`config.mk`:
```
export PLATFORM = sky130hd
export DESIGN_NAME = uart_rx_deframer
export DESIGN_NICKNAME = d
export VERILOG_FILES = /design/src/rtl/uart_pkg.sv /design/src/rtl/uart_baud_tick.sv /design/src/rtl/uart_rx_deframer.sv
export SDC_FILE = /design/constraint.sdc
export NUM_CORES = 1
export LEC_CHECK = 0
export ABC_AREA = 0
export CORE_ASPECT_RATIO = 1.1
export CORE_MARGIN = 5
export CORE_UTILIZATION = 55
export DETAILED_ROUTE_END_ITERATION = 16
export GPL_TIMING_DRIVEN = 0
export PLACE_DENSITY = 0.72
export SETUP_SLACK_MARGIN = 0.5
export SYNTH_ARGS = -nofsm -noshare
export SYNTH_HDL_FRONTEND = slang
export SYNTH_HIERARCHICAL = 1
export SYNTH_SLANG_ARGS = --single-unit
```
`constraint.sdc`:
```
create_clock -name clk -period 3.45 [get_ports clk]
set_input_delay 0.8625 -clock clk [delete_from_list [all_inputs] [get_ports clk]]
set_output_delay 0.8625 -clock clk [all_outputs]
set_load 0.02 [all_outputs]
```
`src/rtl/uart_pkg.sv`:
```
// ---------------------------------------------------------------------------
// uart_pkg: receiver state encoding and the ASCII constants the parser uses.
// Rev 1.0
// ---------------------------------------------------------------------------
`default_nettype none

package uart_pkg;

  typedef enum logic [2:0] {
    IDLE   = 3'd0,
    START  = 3'd1,
    DATA   = 3'd2,
    PARITY = 3'd3,
    STOP   = 3'd4,
    BREAK  = 3'd5
  } uart_state_t;

  localparam logic [7:0] ASCII_ZERO  = 8'h30;
  localparam logic [7:0] ASCII_NINE  = 8'h39;
  localparam logic [7:0] ASCII_SPACE = 8'h20;
  localparam logic [7:0] ASCII_CR    = 8'h0D;
  localparam logic [7:0] ASCII_LF    = 8'h0A;

  function automatic logic majority3(input logic a, input logic b, input logic c);
    return (a & b) | (a & c) | (b & c);
  endfunction

  function automatic logic is_digit(input logic [7:0] ch);
    return (ch >= ASCII_ZERO) && (ch <= ASCII_NINE);
  endfunction

  function automatic logic is_separator(input logic [7:0] ch);
    return (ch == ASCII_SPACE) || (ch == ASCII_CR) || (ch == ASCII_LF);
  endfunction

endpackage

`default_nettype wire

```
`src/rtl/uart_baud_tick.sv`:
```
// ---------------------------------------------------------------------------
// uart_baud_tick: free-running divider producing one oversample tick per DIV clocks.
// Rev 1.0
// ---------------------------------------------------------------------------
`default_nettype none

module uart_baud_tick #(
  parameter int DIV = 54
) (
  input  logic clk,
  input  logic rst_n,
  input  logic clear,
  output logic tick
);

  localparam int CW = (DIV > 1) ? $clog2(DIV) : 1;
  localparam logic [CW-1:0] LAST = CW'(DIV - 1);

  logic [CW-1:0] cnt;

  always_ff @(posedge clk or negedge rst_n) begin
    if (!rst_n) begin
      cnt <= '0;
    end else if (clear || (cnt == LAST)) begin
      cnt <= '0;
    end else begin
      cnt <= cnt + CW'(1);
    end
  end

  assign tick = (cnt == LAST) && !clear;

endmodule

`default_nettype wire

```
`src/rtl/uart_rx_deframer.sv`:
```
// ---------------------------------------------------------------------------
// uart_rx_deframer: oversampling UART receiver with 2-of-3 mid-bit voting,
// false-start rejection, framing-error/break handling. Optional: PARITY_EN (even parity).
// Rev 1.0
// ---------------------------------------------------------------------------
`default_nettype none

module uart_rx_deframer #(
  parameter int CLK_FREQ_HZ = 100_000_000,
  parameter int BAUD_RATE   = 115200,
  parameter int OVERSAMPLE  = 16
) (
  input  logic       clk,
  input  logic       rst_n,
  input  logic       rx,
  output logic [7:0] rx_data,
  output logic       rx_done,
  output logic       frame_error,
  output logic       parity_error,
  output logic       rx_busy
);

  import uart_pkg::*;

  localparam int DIV = CLK_FREQ_HZ / (BAUD_RATE * OVERSAMPLE);
  localparam int TW  = $clog2(OVERSAMPLE);
  localparam logic [TW-1:0] T_S0   = TW'(OVERSAMPLE / 2 - 1);
  localparam logic [TW-1:0] T_S1   = TW'(OVERSAMPLE / 2);
  localparam logic [TW-1:0] T_DEC  = TW'(OVERSAMPLE / 2 + 1);
  localparam logic [TW-1:0] T_LAST = TW'(OVERSAMPLE - 1);

  logic          rx_meta;
  logic          rxs;
  uart_state_t   state;
  logic [TW-1:0] tick_cnt;
  logic [2:0]    bit_cnt;
  logic [7:0]    shreg;
  logic          s0;
  logic          s1;
  logic          tick;
  logic          baud_clear;
  logic          at_dec;
  logic          vote;
`ifdef PARITY_EN
  logic          parity_bad;
`endif

  // Flops preset to idle-high so reset release never looks like a start edge.
  always_ff @(posedge clk or negedge rst_n) begin
    if (!rst_n) begin
      rx_meta <= 1'b1;
      rxs     <= 1'b1;
    end else begin
      rx_meta <= rx;
      rxs     <= rx_meta;
    end
  end

  assign baud_clear = (state == IDLE) && !rxs;
  assign at_dec     = tick && (tick_cnt == T_DEC);
  assign vote       = majority3(s0, s1, rxs);

  uart_baud_tick #(
    .DIV (DIV)
  ) u_baud_tick (
    .clk   (clk),
    .rst_n (rst_n),
    .clear (baud_clear),
    .tick  (tick)
  );

  always_ff @(posedge clk or negedge rst_n) begin
    if (!rst_n) begin
      state       <= IDLE;
      tick_cnt    <= '0;
      bit_cnt     <= '0;
      shreg       <= '0;
      s0          <= 1'b1;
      s1          <= 1'b1;
      rx_data     <= '0;
      rx_done     <= 1'b0;
      frame_error <= 1'b0;
      rx_busy     <= 1'b0;
`ifdef PARITY_EN
      parity_bad   <= 1'b0;
      parity_error <= 1'b0;
`endif
    end else begin
      rx_done     <= 1'b0;
      frame_error <= 1'b0;
`ifdef PARITY_EN
      parity_error <= 1'b0;
`endif
      if (tick && (state != IDLE) && (state != BREAK)) begin
        tick_cnt <= (tick_cnt == T_LAST) ? '0 : tick_cnt + TW'(1);
        if (tick_cnt == T_S0) s0 <= rxs;
        if (tick_cnt == T_S1) s1 <= rxs;
      end

      case (state)
        IDLE: begin
          if (!rxs) begin
            state    <= START;
            rx_busy  <= 1'b1;
            tick_cnt <= '0;
            bit_cnt  <= '0;
          end
        end
        START: begin
          if (at_dec) begin
            if (vote) begin
              state   <= IDLE;
              rx_busy <= 1'b0;
            end else begin
              state <= DATA;
            end
          end
        end
        DATA: begin
          if (at_dec) begin
            shreg   <= {vote, shreg[7:1]};
            bit_cnt <= bit_cnt + 3'd1;
            if (bit_cnt == 3'd7) begin
`ifdef PARITY_EN
              state <= PARITY;
`else
              state <= STOP;
`endif
            end
          end
        end
`ifdef PARITY_EN
        PARITY: begin
          if (at_dec) begin
            parity_bad <= vote ^ (^shreg);
            state      <= STOP;
          end
        end
`endif
        STOP: begin
          // Leave at mid stop bit so a start edge in its second half is caught.
          if (at_dec) begin
            if (!vote) begin
              frame_error <= 1'b1;
              state       <= BREAK;
              tick_cnt    <= '0;
            end else begin
`ifdef PARITY_EN
              if (parity_bad) begin
                parity_error <= 1'b1;
              end else begin
                rx_data <= shreg;
                rx_done <= 1'b1;
              end
`else
              rx_data <= shreg;
              rx_done <= 1'b1;
`endif
              state   <= IDLE;
              rx_busy <= 1'b0;
            end
          end
        end
        BREAK: begin
          // Need one uninterrupted bit time of idle-high before re-arming.
          if (!rxs) begin
            tick_cnt <= '0;
          end else if (tick) begin
            if (tick_cnt == T_LAST) begin
              state   <= IDLE;
              rx_busy <= 1'b0;
            end else begin
              tick_cnt <= tick_cnt + TW'(1);
            end
          end
        end
        default: begin
          state   <= IDLE;
          rx_busy <= 1'b0;
        end
      endcase
    end
  end

`ifndef PARITY_EN
  assign parity_error = 1'b0;
`endif

endmodule

`default_nettype wire
```
==> run_results.csv <==
group,metric,value,unit
timing,fin_setup_tns,0,ns
power,p_total,783,uW
synthesis,synth.top_cell.area_share,43.7,%
floorplan,dieArea,0.00496,mm2
power,irDropWorstVdd,0.000291,V
place,place_area,0.00219,mm2
clock_tree,htreeDepth,2,
place,io_buffers,13,
critical_path,worstPathCellList,"nor2_1 -> nand2_1 -> inv_1 -> nor2_1 -> buf_2 -> and4b_2 -> nand3_4 -> buf_6 -> mux2_2",
synthesis,synth.most_common_cell,"dfrtp_1",
clock_tree,cts_tree,"yes",
global_routing,grt_pass1_vias,1297,
floorplan,initial_core_util,55.8,%
route,wirelength,3320,um
critical_path,cp-start-kind,"flop",
route,drtPass1Iterations,4,
floorplan,rows,23,
floorplan,die_h,73.3,um
synthesis,yosys.area.top_type,"dfrtp_1",
power,p_per_area,343,mW/mm2
synthesis,synth_top_family_by_area,"simple AND/OR/NAND/NOR gates",
synthesis,yosys.area_share.simple,16.3,%
critical_path,max_stage_delay,0.41,ns
timing,finClkSkew,0.00888,ns
place,dp_hpwl,2390,um
critical_path,required,3.63,ns
place,dp_cells,241,
timing,holdWs,0.355,ns
synthesis,synth-edff-count,0,
synthesis,syn_avg_cell_area,11.3,um2
timing,setup_violations,0,
final_layout,syn_to_final_growth,13.9,%
clock_tree,clockBufferDepth,2,
final_layout,fin_area,0.00228,mm2
clock_tree,clock_latency,0.29,ns
timing,worstMarginPinSlew,0.827,ns
final_layout,diodes,0,
hold_path,hold_depth,0,
route,drtIter0Drc,69,
synthesis,yosysWarnings,6,
clock_tree,cts_resized,0,
synthesis,yosys-top-cells-area,"dfrtp_1 (44%), mux2_2 (9.5%), dfstp_2 (5.2%)",
critical_path,cp_max_fo,10,
synthesis,ys_async_sr_fraction,100,%
hold_path,min_to,"rxs$_DFF_PN1_",
clock_tree,cts_sinks,39,
clock_tree,clk_pin_slew,0.07,ns
synthesis,synth_compound_area_share,12.7,%
synthesis,synth_top_flop_cell,"dfrtp_1",
critical_path,critPathBufInv,3,
floorplan,ioPinCount,15,
timing,rsz0062_at_grt,"false",
hold_path,hold_path_startpoint,"rx_meta$_DFF_PN1_",
global_routing,grt_pass1_wl,5950,um
place,gp_congestion,0.815,
critical_path,crit_type,"reg -> reg",
synthesis,muxShareOfSynthArea,10.8,%
floorplan,die_width,67.6,um
critical_path,r2r_setup_slack,1.00,ns
place,pre_cts_ws,1.03,ns
route,antenna_left,0,
critical_path,arrival,2.63,ns
timing,slew_violations,0,
synthesis,netlist_instances,178,
critical_path,path_common_cell,"nor2_1",
route,vias,1365,
synthesis,synth_area,0.00201,mm2
power,p_leak,1.12,nW
synthesis,synth_xor_area_share,1.75,%
route,wl_per_cell,13.3,um
clock_tree,clockRootBuffer,"clkbuf_8",
global_routing,antenna_found_initial,0,
critical_path,worstReg2RegEnd,"shreg[6]$_DFFE_PN0P_",
synthesis,ys_seq_elements,39,
hold_path,hp-class,"reg -> reg",
global_routing,gr-total-overflow,0,
critical_path,r2r-start,"state[2]$_DFFE_PN0P_",
final_layout,drive_above_1_share,26.1,%
critical_path,cpLargestDelayFamily,"simple AND/OR/NAND/NOR gates",
clock_tree,numCtsBuffers,5,
synthesis,synth-seq-area-share,48.9,%
timing,fin_ws,1.00,ns
synthesis,syn_nets,188,
route,drc,0,
timing,finalHoldViolations,0,
critical_path,r2r_cells,9,
final_layout,finalNonFillerCells,249,
timing,finalCriticalPeriod,2.45,ns
final_layout,utilization,63.5,%
run,maxCapViolCount,0,
timing,maxSlewHeadroom,44.9,%
synthesis,synth_common_cells,"dfrtp_1 (35), mux2_2 (17), nor2_1 (12)",
clock_tree,cts_setup_buffers,0,
synthesis,synth.distinct_cells,54,
critical_path,endpoint_kind,"flop",
floorplan,core,0.00360,mm2
global_routing,grt_max_degree,40,
synthesis,synthAdderAreaFrac,4.93,%
timing,max_freq,408,MHz
clock_tree,holdBufCountCts,0,
global_routing,globalRouteTotalUtil,16.0,%
outcome,status,"complete, no violations",
timing,fin_crit_sh,71.0,%
critical_path,critPathSlowestCell,"dfrtp_1",
critical_path,critPathLaunch,"state[2]$_DFFE_PN0P_",
final_layout,fin_nets,208,
route,vias_per_cell,5.48,
power by group:
part,switching [mW],internal [mW],leakage [nW]
logic,0.0117,0.00302,0.562
clock network,0.147,0.161,0.0482
registers,0.000219,0.459,0.511
total,0.159,0.623,1.12
state kept, by name, summed over array words and instances (netlist names):
register,count
rxs,1
frame_error,1
s1,1
s0,1
state,3
rx_meta,1
rx_done,1
u_baud_tick/cnt,6
bit_cnt,3
tick_cnt,4
rx_busy,1
shreg,8
rx_data,8
routing by layer:
metal,vias up,GRT usage [%],wire [um]
li1,672,-,-
met1,672,21.0,1530
met2,19,24.5,1640
met3,2,5.96,141
met4,0,4.73,14
met5,-,0,0
cell usage in the layout, fill, tap and decap left out, types with 2 or more instances in the layout:
cell type	synthesis	layout
a21oi_1	5	5
dfrtp_1	35	35
nor2_1	12	12
clkbuf_8	0	6
a31oi_1	3	3
nand3_1	5	5
xor2_1	3	3
nand2_1	11	11
inv_1	9	9
nor2b_1	3	3
mux2_2	17	17
clkdlybuf4s50_1	0	12
ha_1	7	7
nor3_1	2	2
buf_2	6	7
a221o_1	2	2
buf_4	2	2
a21o_1	3	3
nor4_1	2	2
o21ai_0	9	9
or3_1	4	4
dfstp_2	4	4
area by class of cell:
type / instances / area (um2)
Buffer: 9 / 56.3
Clock buffer: 7 / 86.3
Clock inverter: 1 / 5.00
Fill cell: 309 / 1310
Inverter: 9 / 33.8
Multi-Input combinational cell: 121 / 935
Sequential cell: 39 / 981
Tap cell: 50 / 62.6
Timing Repair Buffer: 13 / 125
logic make-up after synthesis:
| kind of cell | Yosys count |
|---|---|
| AND/OR/NAND/NOR | 53 |
| flip-flops | 39 |
| AO/OA/AOI/OAI | 36 |
| multiplexers | 19 |
| buffers and inverters | 18 |
| adder cells (fa/ha/maj) | 8 |
| XOR/XNOR | 4 |
| other | 1 |
worst max path at each step:
stage,slack (ns),cells after the start,end
floorplan,1.33,9,shreg[4]$_DFFE_PN0P_
global placement,0.66,1,rx_data[6]$_DFFE_PN0P_
detailed placement,1.03,9,shreg[6]$_DFFE_PN0P_
CTS,1.01,9,shreg[6]$_DFFE_PN0P_
global route,0.81,9,shreg[6]$_DFFE_PN0P_
finish,1.00,9,shreg[6]$_DFFE_PN0P_
worst reg2reg max path, stage by stage (launching register included):
cell and delay [ns]:
dfrtp_1 0.41, nor2_1 0.40, nand2_1 0.21, inv_1 0.15
nor2_1 0.06, buf_2 0.18, and4b_2 0.31, nand3_4 0.14
buf_6 0.16, mux2_2 0.33
(Power assumes the default switching activity.)
